==> config.mk <==
export PLATFORM = sky130hd
export DESIGN_NAME = minimig_bank_responder_flat
export DESIGN_NICKNAME = d
export VERILOG_FILES = /design/src/rtl/minimig_mem_pkg.sv /design/src/rtl/minimig_bank_responder_if.sv /design/src/rtl/minimig_onehot_enc.sv /design/src/rtl/minimig_bank_responder.sv /design/src/flat_wrapper.sv
export SDC_FILE = /design/constraint.sdc
export NUM_CORES = 1
export LEC_CHECK = 0
export BUFFER_PORTS_ARGS = -buffer_cell sky130_fd_sc_hd__buf_4
export CORE_MARGIN = 8
export CORE_UTILIZATION = 53
export CTS_BUF_LIST = sky130_fd_sc_hd__clkbuf_8
export DETAILED_ROUTE_END_ITERATION = 12
export PLACE_DENSITY = 0.83
export SLEW_MARGIN = 20
export SYNTH_ARGS = -nofsm -noshare
export SYNTH_HDL_FRONTEND = slang
export SYNTH_SLANG_ARGS = --single-unit
==> constraint.sdc <==
create_clock -name clk -period 2.6 [get_ports clk]
set_input_delay 0.39 -clock clk [delete_from_list [all_inputs] [get_ports clk]]
set_output_delay 0.39 -clock clk [all_outputs]
set_load 0.02 [all_outputs]
==> src/rtl/minimig_mem_pkg.sv <==
// Shared definitions for the Amiga bank mapping / memory responder slice.
// Holds the responder state encoding, bank-select widths, the bit position
// of each bank in the one-hot select, and the value returned by reads of
// unmapped space.
package minimig_mem_pkg;

    typedef enum logic [1:0] {
        IDLE,
        ISSUE,
        RESP,
        RELEASE
    } state_t;

    localparam int unsigned BANK_W     = 8;
    localparam int unsigned BANK_IDX_W = 3;

    // Bit positions in the one-hot bank select
    localparam int unsigned BANK_KICK    = 7;
    localparam int unsigned BANK_KICK1MB = 6;
    localparam int unsigned BANK_SLOW1   = 5;
    localparam int unsigned BANK_SLOW0   = 4;
    localparam int unsigned BANK_CHIP3   = 3;
    localparam int unsigned BANK_CHIP2   = 2;
    localparam int unsigned BANK_CHIP1   = 1;
    localparam int unsigned BANK_CHIP0   = 0;

    localparam logic [15:0] UNMAPPED_READ = 16'hFFFF;

endpackage

==> src/rtl/minimig_bank_responder_if.sv <==
// Bus-side connection between a requesting master and the bank responder.
// master: drives req/we/bank/ofs/wdata/be, receives ack/berr/rdata/unmapped.
// slave : the responder side of the same signals.
interface minimig_bank_responder_if
    import minimig_mem_pkg::*;
#(
    parameter int unsigned OFS_W = 18
);
    logic              req;
    logic              we;
    logic [BANK_W-1:0] bank;
    logic [OFS_W-1:0]  ofs;
    logic [15:0]       wdata;
    logic [1:0]        be;
    logic              ack;
    logic              berr;
    logic [15:0]       rdata;
    logic              unmapped;

    modport master (
        output req, we, bank, ofs, wdata, be,
        input  ack, berr, rdata, unmapped
    );

    modport slave (
        input  req, we, bank, ofs, wdata, be,
        output ack, berr, rdata, unmapped
    );
endinterface

==> src/rtl/minimig_onehot_enc.sv <==
// One-hot to binary encoder for the 8-bit bank select.
// onehot : bank select vector
// idx    : index of the set bit (meaningful only when neither flag is set)
// zero   : no bit set
// multi  : more than one bit set
module minimig_onehot_enc
    import minimig_mem_pkg::*;
(
    input  logic [BANK_W-1:0]     onehot,
    output logic [BANK_IDX_W-1:0] idx,
    output logic                  zero,
    output logic                  multi
);

    always_comb begin
        idx = '0;
        for (int unsigned i = 0; i < BANK_W; i++) begin
            if (onehot[i]) begin
                idx = i[BANK_IDX_W-1:0];
            end
        end
    end

    // Clearing the lowest set bit leaves something only if two or more were set.
    always_comb begin
        zero  = (onehot == '0);
        multi = |(onehot & (onehot - BANK_W'(1)));
    end

endmodule

==> src/rtl/minimig_bank_responder.sv <==
// Memory-side responder for the one-hot bank select. Validates the select,
// runs one handshaken access on the RAM/ROM port and answers the master.
// clk, reset_n : clock, asynchronous active-low reset
// bus          : request/response interface (slave side)
// mem_*        : physical memory port; mem_addr = {bank index, ofs}
module minimig_bank_responder
    import minimig_mem_pkg::*;
#(
    parameter int unsigned OFS_W   = 18,
    parameter int unsigned TIMEOUT = 255
)(
    input  logic                   clk,
    input  logic                   reset_n,
    minimig_bank_responder_if.slave bus,
    output logic                   mem_req,
    output logic                   mem_we,
    output logic [OFS_W+2:0]       mem_addr,
    output logic [15:0]            mem_wdata,
    output logic [1:0]             mem_be,
    input  logic                   mem_ack,
    input  logic [15:0]            mem_rdata
);

    localparam logic [15:0] TMO_LIMIT = TIMEOUT[15:0];

    state_t                  state;
    logic [15:0]             tmo_cnt;
    logic [15:0]             tmo_next;
    logic [BANK_IDX_W-1:0]   enc_idx;
    logic                    enc_zero;
    logic                    enc_multi;

    minimig_onehot_enc u_enc (
        .onehot (bus.bank),
        .idx    (enc_idx),
        .zero   (enc_zero),
        .multi  (enc_multi)
    );

    always_comb begin
        tmo_next = tmo_cnt + 16'd1;
    end

    always_ff @(posedge clk or negedge reset_n) begin
        if (!reset_n) begin
            state        <= IDLE;
            tmo_cnt      <= '0;
            bus.ack      <= 1'b0;
            bus.berr     <= 1'b0;
            bus.unmapped <= 1'b0;
            bus.rdata    <= UNMAPPED_READ;
            mem_req      <= 1'b0;
            mem_we       <= 1'b0;
            mem_addr     <= '0;
            mem_wdata    <= '0;
            mem_be       <= '0;
        end else begin
            case (state)
                IDLE: begin
                    if (bus.req) begin
                        state <= RESP;
                        if (enc_zero) begin
                            bus.ack      <= 1'b1;
                            bus.unmapped <= 1'b1;
                            if (!bus.we) begin
                                bus.rdata <= UNMAPPED_READ;
                            end
                        end else if (enc_multi) begin
                            bus.berr <= 1'b1;
                        end else begin
                            mem_req   <= 1'b1;
                            mem_we    <= bus.we;
                            mem_addr  <= {enc_idx, bus.ofs};
                            mem_wdata <= bus.wdata;
                            mem_be    <= bus.be;
                            tmo_cnt   <= '0;
                            state     <= ISSUE;
                        end
                    end
                end

                ISSUE: begin
                    tmo_cnt <= tmo_next;
                    // mem_ack takes priority over a timeout on the same cycle
                    if (mem_ack) begin
                        mem_req <= 1'b0;
                        bus.ack <= 1'b1;
                        if (!mem_we) begin
                            bus.rdata <= mem_rdata;
                        end
                        state <= RESP;
                    end else if (tmo_next == TMO_LIMIT) begin
                        mem_req  <= 1'b0;
                        bus.berr <= 1'b1;
                        state    <= RESP;
                    end
                end

                RESP: begin
                    bus.ack      <= 1'b0;
                    bus.berr     <= 1'b0;
                    bus.unmapped <= 1'b0;
                    tmo_cnt      <= '0;
                    state        <= RELEASE;
                end

                RELEASE: begin
                    if (!bus.req) begin
                        state <= IDLE;
                    end
                end

                default: state <= IDLE;
            endcase
        end
    end

endmodule

==> src/flat_wrapper.sv <==
// flat-port wrapper written by rule: the top's interface ports become plain ports
module minimig_bank_responder_flat import minimig_mem_pkg::*;
#(
    parameter int unsigned OFS_W   = 18,
    parameter int unsigned TIMEOUT = 255
)
  (clk, reset_n, mem_req, mem_we, mem_addr, mem_wdata, mem_be, mem_ack, mem_rdata, bus_req, bus_we, bus_bank, bus_ofs, bus_wdata, bus_be, bus_ack, bus_berr, bus_rdata, bus_unmapped);
  minimig_bank_responder_if #(.OFS_W(OFS_W)) bus_i ();
  input  logic clk;
  input  logic reset_n;
  output logic mem_req;
  output logic mem_we;
  output logic [OFS_W+2:0] mem_addr;
  output logic [15:0] mem_wdata;
  output logic [1:0] mem_be;
  input  logic mem_ack;
  input  logic [15:0] mem_rdata;
  input wire logic [$bits(bus_i.req)-1:0] bus_req;
  input wire logic [$bits(bus_i.we)-1:0] bus_we;
  input wire logic [$bits(bus_i.bank)-1:0] bus_bank;
  input wire logic [$bits(bus_i.ofs)-1:0] bus_ofs;
  input wire logic [$bits(bus_i.wdata)-1:0] bus_wdata;
  input wire logic [$bits(bus_i.be)-1:0] bus_be;
  output wire logic [$bits(bus_i.ack)-1:0] bus_ack;
  output wire logic [$bits(bus_i.berr)-1:0] bus_berr;
  output wire logic [$bits(bus_i.rdata)-1:0] bus_rdata;
  output wire logic [$bits(bus_i.unmapped)-1:0] bus_unmapped;
  assign bus_i.req = bus_req;
  assign bus_i.we = bus_we;
  assign bus_i.bank = bus_bank;
  assign bus_i.ofs = bus_ofs;
  assign bus_i.wdata = bus_wdata;
  assign bus_i.be = bus_be;
  assign bus_ack = bus_i.ack;
  assign bus_berr = bus_i.berr;
  assign bus_rdata = bus_i.rdata;
  assign bus_unmapped = bus_i.unmapped;
  minimig_bank_responder #(.OFS_W(OFS_W), .TIMEOUT(TIMEOUT)) u_core (.clk(clk), .reset_n(reset_n), .bus(bus_i), .mem_req(mem_req), .mem_we(mem_we), .mem_addr(mem_addr), .mem_wdata(mem_wdata), .mem_be(mem_be), .mem_ack(mem_ack), .mem_rdata(mem_rdata));
endmodule
# Yosys cells after proc, flatten, opt, wreduce, memory -nomap -nowiden
# Cells that the tools add are included.
# totals
ff_bits,78
input_bits,65
out_inout_bits,60
# classes
addsub,2
muxes,41
n_eq_ne,16
bitwise_logic,3
n_reduce_logical,14
# op_table
cell,count
16-bit two-way mux,8
16-bit one-hot mux with 3 select lines,1
16-bit one-hot mux with 2 select lines,1
3-bit two-way mux,6
"16-bit by 1-bit adder with 16-bit output, second input constant",1
"16-bit by 8-bit == test with 1-bit output, second input constant",1
"2-bit != test, second input constant",8
1-bit two-way mux,14
2-bit two-way mux,6
4-bit AND reduction,3
6-bit AND reduction,2
8-bit bitwise AND,1
8-bit logical NOT,1
2-bit one-hot mux with 4 select lines,1
8-bit OR reduction,1
"8-bit by 1-bit subtractor with 8-bit output, second input constant",1
"2-bit by 1-bit != test with 1-bit output, second input constant",3
1-bit one-hot mux with 3 select lines,2
3-bit AND reduction,2
5-bit AND reduction,1
"2-bit == test, second input constant",2
1-bit one-hot mux with 2 select lines,2
2-bit nonzero test,2
"3-bit by 2-bit != test with 1-bit output, second input constant",1
4 further kinds,5

# Depth between registers and ports, before layout
# Gate-level depths: netlist (run 1).
# depth
ltp_word,7
ltp_mapped,9

# Hierarchy
# Synthesis (run 1) repeated with hierarchy kept, for this count alone.
# hier_totals
hier_cells,362
area_unflattened_um2,3796.1
# modules_own_cells
module,cells_per_inst,instances,area_per_inst_um2
minimig_bank_responder,343,1,3677.3
minimig_onehot_enc,19,1,118.9

# Worst setup path before layout (run 1)
# OpenSTA, ideal clock, no wires.
# synth_path
kind,input-to-reg
start,input bus_bank[3]
end,register u_core.mem_addr[0]
path_stages,7
setup_time_ns,0.125
slack_ns,0.302
required_time_ns,2.475
arrival_ns,2.173
path_cell_list,or4_4 > buf_6 > a211o_2 > and2b_2 > nand2_4 > buf_6 > mux2_4
# synth_between
elab_chain_cells,5
elab_cells_between_ends,7
classes_between,1 x add/sub; 3 x bitwise; 3 x reduce/logical
# synth_rtl
item,line_no,rtl
"start, declared",flat_wrapper.sv:20,input wire logic [$bits(bus_i.bank)-1:0] bus_bank;
8-bit by 1-bit subtractor with 8-bit output,minimig_onehot_enc.sv:27,multi = |(onehot & (onehot - BANK_W'(1)));
8-bit bitwise AND,minimig_onehot_enc.sv:27,
8-bit OR reduction,minimig_onehot_enc.sv:27,
1-bit inverter (no source line),-,
4-bit AND reduction (no source line) *,-,
"end signal, assigned",minimig_bank_responder.sv:73,"mem_addr <= {enc_idx, bus.ofs};"
"end, declared",minimig_bank_responder.sv:17,"output logic [OFS_W+2:0] mem_addr,"
# Mark *: on every way between the ends. The rest lies on a longest branch, timed or not.
# A chain may end at the register's enable or synchronous reset.

# Worst setup path after layout (run 1)
# layout_path
start,register u_core.tmo_cnt[3]
end,register u_core.state[0]
# layout_between
elab_chain_cells,4
# layout_rtl
item,line_no,rtl
"start, declared",minimig_bank_responder.sv:27,logic [15:0] tmo_cnt;
"start signal, assigned",minimig_bank_responder.sv:83,tmo_cnt <= tmo_next;
16-bit by 1-bit adder with 16-bit output,minimig_bank_responder.sv:41,tmo_next = tmo_cnt + 16'd1;
16-bit by 8-bit == test with 1-bit output,minimig_bank_responder.sv:92,end else if (tmo_next == TMO_LIMIT) begin
3-bit by 2-bit != test with 1-bit output (no source line),-,
3-bit AND reduction (no source line),-,
"end signal, assigned",minimig_bank_responder.sv:46,state <= IDLE;
"end signal, assigned",minimig_bank_responder.sv:91,state <= RESP;
"end signal, assigned",minimig_bank_responder.sv:95,state <= RESP;
"end, declared",minimig_bank_responder.sv:26,state_t state;
# Every way passes these cells.

==> results of run 1 <==
## power by group through the flow
| stage | Clock [mW] | Combinational [mW] | Sequential [mW] |
|---|---|---|---|
| 5_1_grt | 0.917 | 2.11 | 1.79 |
| 2_1_floorplan | 0 | 0.863 | 2.08 |
| 6_report | 0.845 | 1.93 | 1.76 |
| 4_1_cts | 0.863 | 1.95 | 1.76 |
| 3_3_place_gp | 0 | 1.89 | 1.77 |
| 3_5_place_dp | 0 | 1.94 | 1.78 |
## stage by stage
stage | instances | instance area (sq um) | worst slack (ps) | total power [mW] | utilization
floorplan | 367 | 4033 | 301.7 | 2.942 | -
global placement | 585 | 5089 | 170.4 | 3.653 | 0.6725
detailed placement | 585 | 5089 | 131.7 | 3.721 | 0.6725
CTS | 601 | 5270 | 170.1 | 4.571 | 0.6964
global route | 601 | 5275 | 52.66 | 4.816 | 0.6971
finish | 601 | 5275 | 297.0 | 4.534 | 0.6971
## flip-flops by register name, indices dropped and copies added, names as in the netlist
register and cells:
u_core.bus.ack 1, u_core.bus.berr 1, u_core.bus.rdata 16, u_core.bus.unmapped 1, u_core.mem_addr 21, u_core.mem_be 2, u_core.mem_req 1, u_core.mem_wdata 16
u_core.mem_we 1, u_core.state 2, u_core.tmo_cnt 16
## path summary, 6_finish.rpt
kind | startpoint | end | slack [ps] | cells after the start
worst max register to register | u_core.tmo_cnt[3] | u_core.state[0] | 300 | 7
max in group asynchronous | reset_n | u_core.bus.rdata[2] | 1750 | 2
worst max-delay path | u_core.tmo_cnt[3] | u_core.state[0] | 300 | 7
worst min register to register | u_core.bus.rdata[8] | u_core.bus.rdata[8] | 470 | 2
min in group clk | bus_wdata[6] | u_core.mem_wdata[6] | 250 | 2
worst min-delay path | reset_n | u_core.mem_addr[9] | 120 | 1
## cell usage in the layout, fill, tap and decap left out, types with 3 or more instances in the layout
cell type and count:
ha_1 7, o21ai_1 46, buf_4 134, mux2_1 7, nor2_1 13, nand4_1 5
dfstp_2 16, nand3_1 8, nor3_1 8, a21oi_1 13, nand2b_1 6, a21o_1 3
o31ai_1 4, dfrtp_1 62, clkbuf_8 9, a22o_1 9, inv_1 25, o21ai_0 7
or2_2 4, nand2_1 27, nor2b_1 3, buf_12 3, mux2i_1 5, mux2_4 30
## layout make-up
class | count | area [sq um]
fillers | 516 | 2292
well taps | 102 | 127.6
multi-input cells | 243 | 1834
clock buffers | 9 | 123.9
repair buffers | 137 | 1066
clock inverters | 7 | 57.56
flip-flops and latches | 78 | 1972
inverters | 25 | 93.84
## worst max-delay path, delay by kind of cell (launching register included)
family	cells	cell delay (ps)
compound gates	1	410
flops	1	520
xor+xnor	1	230
simple gates	4	810
mux	1	260
## cells by family after synthesis
group           count (synthesis)  synth area share
buf+inv                        46           0.05740
simple gates                   94            0.1291
flops                          78            0.4890
mux                            42            0.1437
compound gates                 99            0.1570
fa+ha+maj                       7           0.02172
xor+xnor                        1          0.002172
## metal layers
layer | up-vias | routed length, microns | global-route usage
met5 | - | 0 | 0
met4 | 0 | 77 | 0.05228
met3 | 6 | 908 | 0.04752
met2 | 113 | 5219 | 0.3275
met1 | 1578 | 4310 | 0.2497
li1 | 1559 | - | -
## timing repair
item                                    CTS  global route
hold endpoints to repair                  0             0
endpoints found under the setup margin    0             2
gates resized for setup                   0             1
==> run_results.csv, run 1 <==
group,metric,value,unit
run_status,status,"finished clean",
clock_network,clkLatencyLatePin,350,ps
clock_network,cts_buffers,9,
global_routing,grt_overflow,0,
clock_network,htree_levels,3,
worst_setup_path,worstPathRequired,2870,ps
synthesis,syn_nets,439,
pwr,ir_drop,0.4080,mV
job,cap_violations,0,
worst_setup_path,slowest_delay,520,ps
layout,syn_to_final_growth,30.81,%
synthesis,avgSynthCellArea,10.99,sq um
sta,hold_viol,0,
pwr,power.share.clock,0.186,
routing,finalWirelength,10.52,mm
floorplan,die_w,103.2,microns
global_routing,grt_max_degree,66,
synthesis,yosys.area.top_type_share,0.3847,
clock_network,cts_root_buf,"clkbuf_8",
pwr,sequentialPowerShare,0.388,
clock_network,post-cts-setup-buffers,0,
routing,drt_iter0_drc,104,
routing,dr_total_vias,3256,
routing,drcViolationCount,0,
synthesis,synthArstFlopShare,1.000,
synthesis,synth.distinct_cells,55,
clock_network,clock-sinks,78,
worst_setup_path,worstPathArrival,2570,ps
floorplan,pin_count,125,
synthesis,synth_seq_cells,78,
pwr,internal_power,2.777,mW
clock_network,cts-hold-fix-buffers,0,
sta,setup_tns,0,ps
floorplan,start_util,0.5329,
sta,period_needed,2303,ps
routing,vias_per_cell,5.418,
synthesis,synth_most_common_cell,"dfrtp_1",
global_routing,grt_pass1_vias,3156,
min_path,hold_path.class,"primary input to asynchronous set/reset pin",
floorplan,rows,32,
sta,setup_violations,0,
placed_design,io_buffer_count,124,
layout,drive_above_1_share,0.4289,
placed_design,dp_hpwl,7.999,mm
routing,first_pass_iters,4,
sta,fin_crit_sh,0.8858,
synthesis,syn_area,4033,sq um
pwr,switching_share,0.3875,
sta,relSlewSlack,0.4653,
worst_setup_path,cp_slowest_cell,"dfrtp_1",
global_routing,grtUsageTotal,0.1965,
floorplan,die_area,10660,sq um
global_routing,grt_pass1_wl,16.26,mm
clock_network,clk_path_buf_depth,2,
worst_setup_path,path_class,"register to register",
synthesis,synth_edf_count,0,
sta,worst_hold_slack,118.8,ps
clock_network,tritoncts,"done",
placed_design,routabilityCongestion,0.8319,
pwr,p_per_area,859.4,nW/um^2
routing,wl_per_cell,17.50,microns
worst_setup_path,crit_fanout,11,
sta,skew,10.03,ps
layout,num_antenna_cells,0,
synthesis,synth_seq_area_share,0.4890,
sta,slew_viol_final,0,
clock_network,clkTransAtPathRegs,90,ps
pwr,switching_power,1.757,mW
pwr,pwr-share-comb,0.426,
synthesis,synth-main-ff-cell,"dfrtp_1",
synthesis,yosys.area.top_type,"dfrtp_1",
sta,worstMarginPinSlew,802.1,ps
worst_setup_path,path_cells,"and4_1 -> and3b_1 -> nand4_1 -> xnor2_1 -> nor3_2 -> o31ai_1 -> mux2i_1",
sta,rsz0062_at_grt,"false",
synthesis,synth_commonest_cells,"dfrtp_1 (62), o21ai_1 (46), mux2_4 (30)",
worst_setup_path,start_kind,"register",
pwr,leakage,2.676,nW
synthesis,synth.area.top_cells,"dfrtp_1 (38%), mux2_4 (11%), dfstp_2 (10%)",
global_routing,grt_antenna_before_repair,0,
layout,nets,566,
worst_setup_path,cp-end-kind,"register",
synthesis,ys_warn_count,0,
synthesis,synth_cells,367,
floorplan,core_area,7567,sq um
sta,max_clock_freq,434.2,MHz
routing,ant_nets,0,
floorplan,die_y,103.2,microns
No activity file was read; power rests on OpenSTA's default activity.
==> run 2, diff against run 1 <==
REMOVE_ABC_BUFFERS = 1   (was default)
==> run 2 against run 1 <==
  * Sequential share of layout area down 0.080 points
  * Largest power group unchanged
  * Non-clock buffer count down 1
  * Utilization up 0.15 points
  * Wire length up 1.7%
  * Maximum frequency down 2.8%
  * Clock skew about the same
  * Register-to-register slack worse by 70 ps
  * Sequential cell count unchanged
  * Clock power up 12%
  * Final cell count down 0.17%
  * First-iteration DRC count up 53%
==> run_results.csv, run 2 (synthesis results as in run 1) <==
group,metric,value,unit
run_status,status,"finished clean",
clock_network,cts_resized,0,
global_routing,grt_pass1_wl,16.62,mm
layout,n_fill_cell,522,
layout,layout_common_cells,"buf_4 (133), dfrtp_1 (62), o21ai_1 (46)",
sta,setup_violations,0,
floorplan,core_area,7567,sq um
worst_setup_path,path_cells,"ha_1 -> nand3_1 -> o41a_1 -> a211oi_1 -> nand4_1 -> nor3_1 -> o31ai_1 -> mux2i_1",
placed_design,dp_slack,34.11,ps
pwr,power.total,4.663,mW
clock_network,cts-hold-fix-buffers,0,
layout,layout.cells.non_filler,600,
worst_setup_path,crit_fanout,6,
routing,dr_total_vias,3249,
clock_network,cts_root_buf,"clkbuf_8",
sta,relSlewSlack,0.3506,
worst_setup_path,cp-end-kind,"register",
routing,finalWirelength,10.70,mm
pwr,p_per_area,882.1,nW/um^2
sta,slew_viol_final,0,
layout,nets,565,
worst_setup_path,crit_buf_inv,0,
clock_network,clk_path_buf_depth,2,
sta,fin_crit_sh,0.9110,
worst_setup_path,worstPathArrival,2600,ps
layout,syn_to_final_growth,31.09,%
clock_network,clkTransAtPathRegs,90,ps
job,cap_violations,0,
routing,drcViolationCount,0,
sta,fin_ws,231.4,ps
sta,worstMarginPinSlew,974.0,ps
layout,top_register,"u_core.mem_addr",
placed_design,dp.cells,584,
layout,drive_above_1_share,0.4257,
clock_network,clock-sinks,78,
floorplan,die_w,103.2,microns
floorplan,rows,32,
layout,largest_reg_flops,21,
min_path,hold_path.class,"primary input to asynchronous set/reset pin",
global_routing,grtUsageTotal,0.2017,
routing,drt_iter0_drc,159,
global_routing,grt_max_degree,79,
global_routing,grt_pass1_vias,3385,
sta,period_needed,2369,ps
worst_setup_path,start_kind,"register",
floorplan,pin_count,125,
layout,num_antenna_cells,0,
global_routing,grt_overflow,0,
floorplan,die_y,103.2,microns
worst_setup_path,worstPathRequired,2830,ps
placed_design,io_buffer_count,124,
clock_network,htree_levels,3,
sta,worst_hold_slack,163.5,ps
pwr,leakage,2.675,nW
clock_network,clkLatencyLatePin,360,ps
worst_setup_path,r2r_slack,230,ps
sta,rsz0062_at_grt,"false",
floorplan,start_util,0.5329,
layout,final_common_cell,"buf_4",
placed_design,routabilityCongestion,0.8301,
clock_network,post-cts-setup-buffers,0,
sta,max_clock_freq,422.2,MHz
clock_network,cts_buffers,9,
worst_setup_path,slowest_delay,450,ps
routing,wl_per_cell,17.83,microns
sta,hold_viol,0,
routing,first_pass_iters,4,
routing,vias_per_cell,5.415,
routing,ant_nets,0,
global_routing,grt_antenna_before_repair,0,
worst_setup_path,cp_slowest_cell,"o41a_1",
pwr,ir_drop,0.4518,mV
sta,skew,9.704,ps
floorplan,die_area,10660,sq um
worst_setup_path,cp_top_family,"compound AO/OA/AOI/OAI gates",
clock_network,tritoncts,"done",
worst_setup_path,path_class,"register to register",
sta,setup_tns,0,ps
placed_design,dp_hpwl,7.905,mm
-- run 2: cell count changes in the layout (fill, tap and decap cells not counted), sizes merged --
cell / before / now
clkinvlp: 2 / 3
clkinv: 2 / 0
buf: 137 / 136
bufinv: 0 / 1
-- run 2: per-layer routing --
| layer | GRT usage | up-vias | share of wire |
|---|---|---|---|
| met5 | 0 | - | 0 |
| met4 | 0.05339 | 0 | 0.014 |
| met3 | 0.05689 | 11 | 0.050 |
| met2 | 0.3588 | 79 | 0.55 |
| met1 | 0.2320 | 1599 | 0.38 |
| li1 | - | 1560 | - |
-- run 2: per-stage QoR --
step	area, sq um	util
4_1_cts	5286	0.6986
3_5_place_dp	5081	0.6715
3_3_place_gp	5081	0.6715
6_report	5286	0.6986
2_1_floorplan	3895	-
5_1_grt	5286	0.6986
-- run 2: final cells by class --
class,instances,area (sq um),share of cell area
Sequential cell,78,1972,0.3730
Multi-Input combinational cell,243,1829,0.3460
Timing Repair Buffer,136,1059,0.2002
Tap cell,102,127.6,0.02414
Clock buffer,9,123.9,0.02343
Inverter,25,93.84,0.01775
Clock inverter,7,81.33,0.01538
-- run 2: path summary, 6_finish.rpt --
check / start / to / cells after the start
worst max register to register: u_core.tmo_cnt[1] / u_core.state[1] / 8
worst min register to register: u_core.bus.rdata[5] / u_core.bus.rdata[5] / 2
worst max-delay path: u_core.tmo_cnt[1] / u_core.state[1] / 8
worst min-delay path: reset_n / u_core.tmo_cnt[3] / 1
max in group asynchronous: reset_n / u_core.tmo_cnt[4] / 1
min in group clk: bus_wdata[6] / u_core.mem_wdata[6] / 2
-- run 2: where the power goes --
group          total [mW]  internal (mW)  switching [mW]
Clock               0.949          0.457           0.493
Sequential           1.77           1.59           0.179
Combinational        1.94          0.834            1.11
==> run 3, diff against run 2 <==
--- a/config.mk
+++ b/config.mk
@@ -7,5 +7,6 @@
 export LEC_CHECK = 0
+export ABC_AREA = 1
 export BUFFER_PORTS_ARGS = -buffer_cell sky130_fd_sc_hd__buf_4
 export CORE_MARGIN = 8
-export CORE_UTILIZATION = 53
+export CORE_UTILIZATION = 52
 export CTS_BUF_LIST = sky130_fd_sc_hd__clkbuf_8
--- a/constraint.sdc
+++ b/constraint.sdc
@@ -3,2 +3,2 @@
 set_output_delay 0.39 -clock clk [all_outputs]
-set_load 0.02 [all_outputs]
+set_load 0.01 [all_outputs]
==> run 3 against run 2 <==
  * Power shrank 7.7%
  * Register-to-register slack gained 200 ps
  * Synthesized cell count grew 34%
  * First-iteration DRC count shrank 33%
  * Final cell count grew 20%
  * Clock power shrank 1%
  * Synthesized area shrank 5.5%
  * Maximum frequency grew 9.0%
  * Combinational power shrank 17%
  * Global-route usage grew 0.65 points
==> run_results.csv, run 3 <==
group,metric,value,unit
run_status,status,"finished clean",
synthesis,synthArstFlopShare,1.000,
global_routing,grt_antenna_before_repair,0,
clock_network,cts_buffers,9,
clock_network,post-cts-setup-buffers,0,
worst_setup_path,path_class,"register to register",
sta,worstMarginPinSlew,958.4,ps
synthesis,synth_adder_area_share,0.02299,
floorplan,rows,31,
routing,first_pass_iters,4,
synthesis,synth_seq_area_share,0.5176,
layout,num_antenna_cells,0,
sta,slew_viol_final,0,
sta,period_needed,2173,ps
layout,layout_common_cells,"nand2_1 (202), buf_4 (129), dfrtp_1 (62)",
routing,dr_total_vias,3599,
layout,layout.cells.non_filler,719,
synthesis,synth.area.top_cells,"dfrtp_1 (41%), nand2_1 (20%), dfstp_2 (11%)",
global_routing,grtUsageTotal,0.2082,
layout,drive_above_1_share,0.2790,
layout,top_register,"u_core.mem_addr",
sta,max_clock_freq,460.2,MHz
floorplan,start_util,0.5310,
placed_design,dp_slack,471.8,ps
placed_design,dp_hpwl,7.802,mm
pwr,power.total,4.304,mW
worst_setup_path,startpoint,"u_core.state[1]",
clock_network,cts_resized,0,
sta,hold_viol,0,
sta,setup_violations,0,
synthesis,yosys.area.top_type,"dfrtp_1",
floorplan,die_y,101.6,microns
synthesis,synth_commonest_cells,"nand2_1 (202), dfrtp_1 (62), o21ai_0 (45)",
routing,finalWirelength,10.45,mm
sta,relSlewSlack,0.3611,
worst_setup_path,r2r-start,"u_core.state[1]",
placed_design,io_buffer_count,124,
synthesis,synth.distinct_cells,29,
layout,largest_reg_flops,21,
synthesis,avgSynthCellArea,7.759,sq um
synthesis,synth-main-ff-cell,"dfrtp_1",
layout,nets,687,
pwr,p_per_area,855.7,nW/um^2
min_path,hold_path.class,"primary input to asynchronous set/reset pin",
routing,vias_per_cell,5.006,
routing,drt_iter0_drc,106,
synthesis,syn_area,3810,sq um
placed_design,routabilityCongestion,0.9155,
clock_network,cts-hold-fix-buffers,0,
pwr,ir_drop,0.4464,mV
layout,final_common_cell,"nand2_1",
synthesis,ys_warn_count,0,
floorplan,core_area,7176,sq um
global_routing,grt_pass1_wl,16.97,mm
clock_network,htree_levels,3,
floorplan,die_w,101.6,microns
clock_network,clkTransAtPathRegs,90,ps
sta,skew,11.39,ps
synthesis,synth_cells,491,
global_routing,grt_overflow,0,
job,cap_violations,0,
synthesis,synth_xor_area_frac,0.004269,
synthesis,synth_edf_count,0,
sta,fin_crit_sh,0.8358,
pwr,leakage,2.707,nW
sta,fin_ws,427.0,ps
routing,drcViolationCount,0,
synthesis,synth_top_family_by_area,"simple AND/OR/NAND/NOR gates",
floorplan,die_area,10320,sq um
clock_network,clk_path_buf_depth,2,
worst_setup_path,start_kind,"register",
routing,ant_nets,0,
global_routing,grt_pass1_vias,3760,
floorplan,pin_count,125,
worst_setup_path,crit_fanout,32,
synthesis,synth_compound_area_frac,0.07947,
routing,wl_per_cell,14.54,microns
synthesis,synth_most_common_cell,"nand2_1",
worst_setup_path,worstPathRequired,2870,ps
clock_network,clkLatencyLatePin,360,ps
clock_network,tritoncts,"done",
layout,syn_to_final_growth,32.02,%
sta,rsz0062_at_grt,"false",
clock_network,clock-sinks,78,
worst_setup_path,cp-end-kind,"register",
synthesis,muxShareOfSynthArea,0,
placed_design,dp.cells,703,
clock_network,cts_root_buf,"clkbuf_8",
global_routing,grt_max_degree,79,
synthesis,yosys.area.top_type_share,0.4072,
synthesis,yosys.area_share.simple,0.3071,
synthesis,synth_seq_cells,78,
worst_setup_path,worstPathArrival,2440,ps
## run 3: cell count changes after synthesis, sizes merged, moves of 4 or more
| cell | delta |
|---|---|
| a21o | -4 |
| a21oi | -9 |
| a22o | -9 |
| buf | -4 |
| inv | +21 |
| mux2 | -37 |
| mux2i | -5 |
| nand2 | +176 |
| nand2b | -6 |
| nand3 | +20 |
| nor2 | +20 |
| o31ai | -5 |
| or2 | -4 |
## run 3: report_power, final
| group | switching [mW] | total [mW] | internal (mW) |
|---|---|---|---|
| registers | 0.170 | 1.75 | 1.58 |
| clock network | 0.480 | 0.938 | 0.458 |
| logic | 0.926 | 1.61 | 0.687 |
| total | 1.58 | 4.30 | 2.73 |
## run 3: worst paths after layout
kind	end	slack (ps)	cells after the start
worst max-delay path	u_core.bus.rdata[14]	430	7
worst min-delay path	u_core.bus.unmapped	180	1
worst max register to register	u_core.bus.rdata[14]	430	7
worst min register to register	u_core.bus.rdata[8]	480	2
max in group asynchronous	u_core.mem_addr[19]	1810	1
min in group clk	u_core.mem_wdata[4]	220	3
## run 3: layout make-up
cell class | count | area, sq um
Timing Repair Buffer | 129 | 968.4
Fill cell | 584 | 2146
Clock buffer | 9 | 123.9
Clock inverter | 7 | 80.08
Multi-Input combinational cell | 350 | 1585
Inverter | 47 | 176.4
Tap cell | 99 | 123.9
Sequential cell | 78 | 1972
## run 3: kinds of logic after synthesis
family / after synthesis
buf+inv: 63
xor+xnor: 1
compound gates: 60
flops: 78
fa+ha+maj: 7
simple gates: 282
## run 3: per-stage QoR
stage	setup TNS, ps	utilization	instance area [sq um]	hold WS [ps]
after floorplan	-1625	-	3725	94.41
after global placement	0	0.6725	4826	461.2
after detailed placement	0	0.6725	4826	462.6
after CTS	0	0.7010	5030	210.6
after global routing	0	0.7010	5030	215.7
final	0	0.7010	5030	177.9
## run 3: per-layer routing
metal / vias to the layer above / track usage / share of wire
met5: - / 0 / 0
met4: 0 / 0.08706 / 0.012
met3: 11 / 0.08866 / 0.11
met2: 130 / 0.3632 / 0.52
met1: 1674 / 0.2135 / 0.36
li1: 1784 / - / -
## run 3: worst max-delay path, cell delays in order (launching register included)
cell and delay, ps:
dfrtp_1 450, inv_1 110, ha_1 530, nor2_1 180, nor4_4 270, buf_4 300, o21ai_0 130, o21ai_0 100
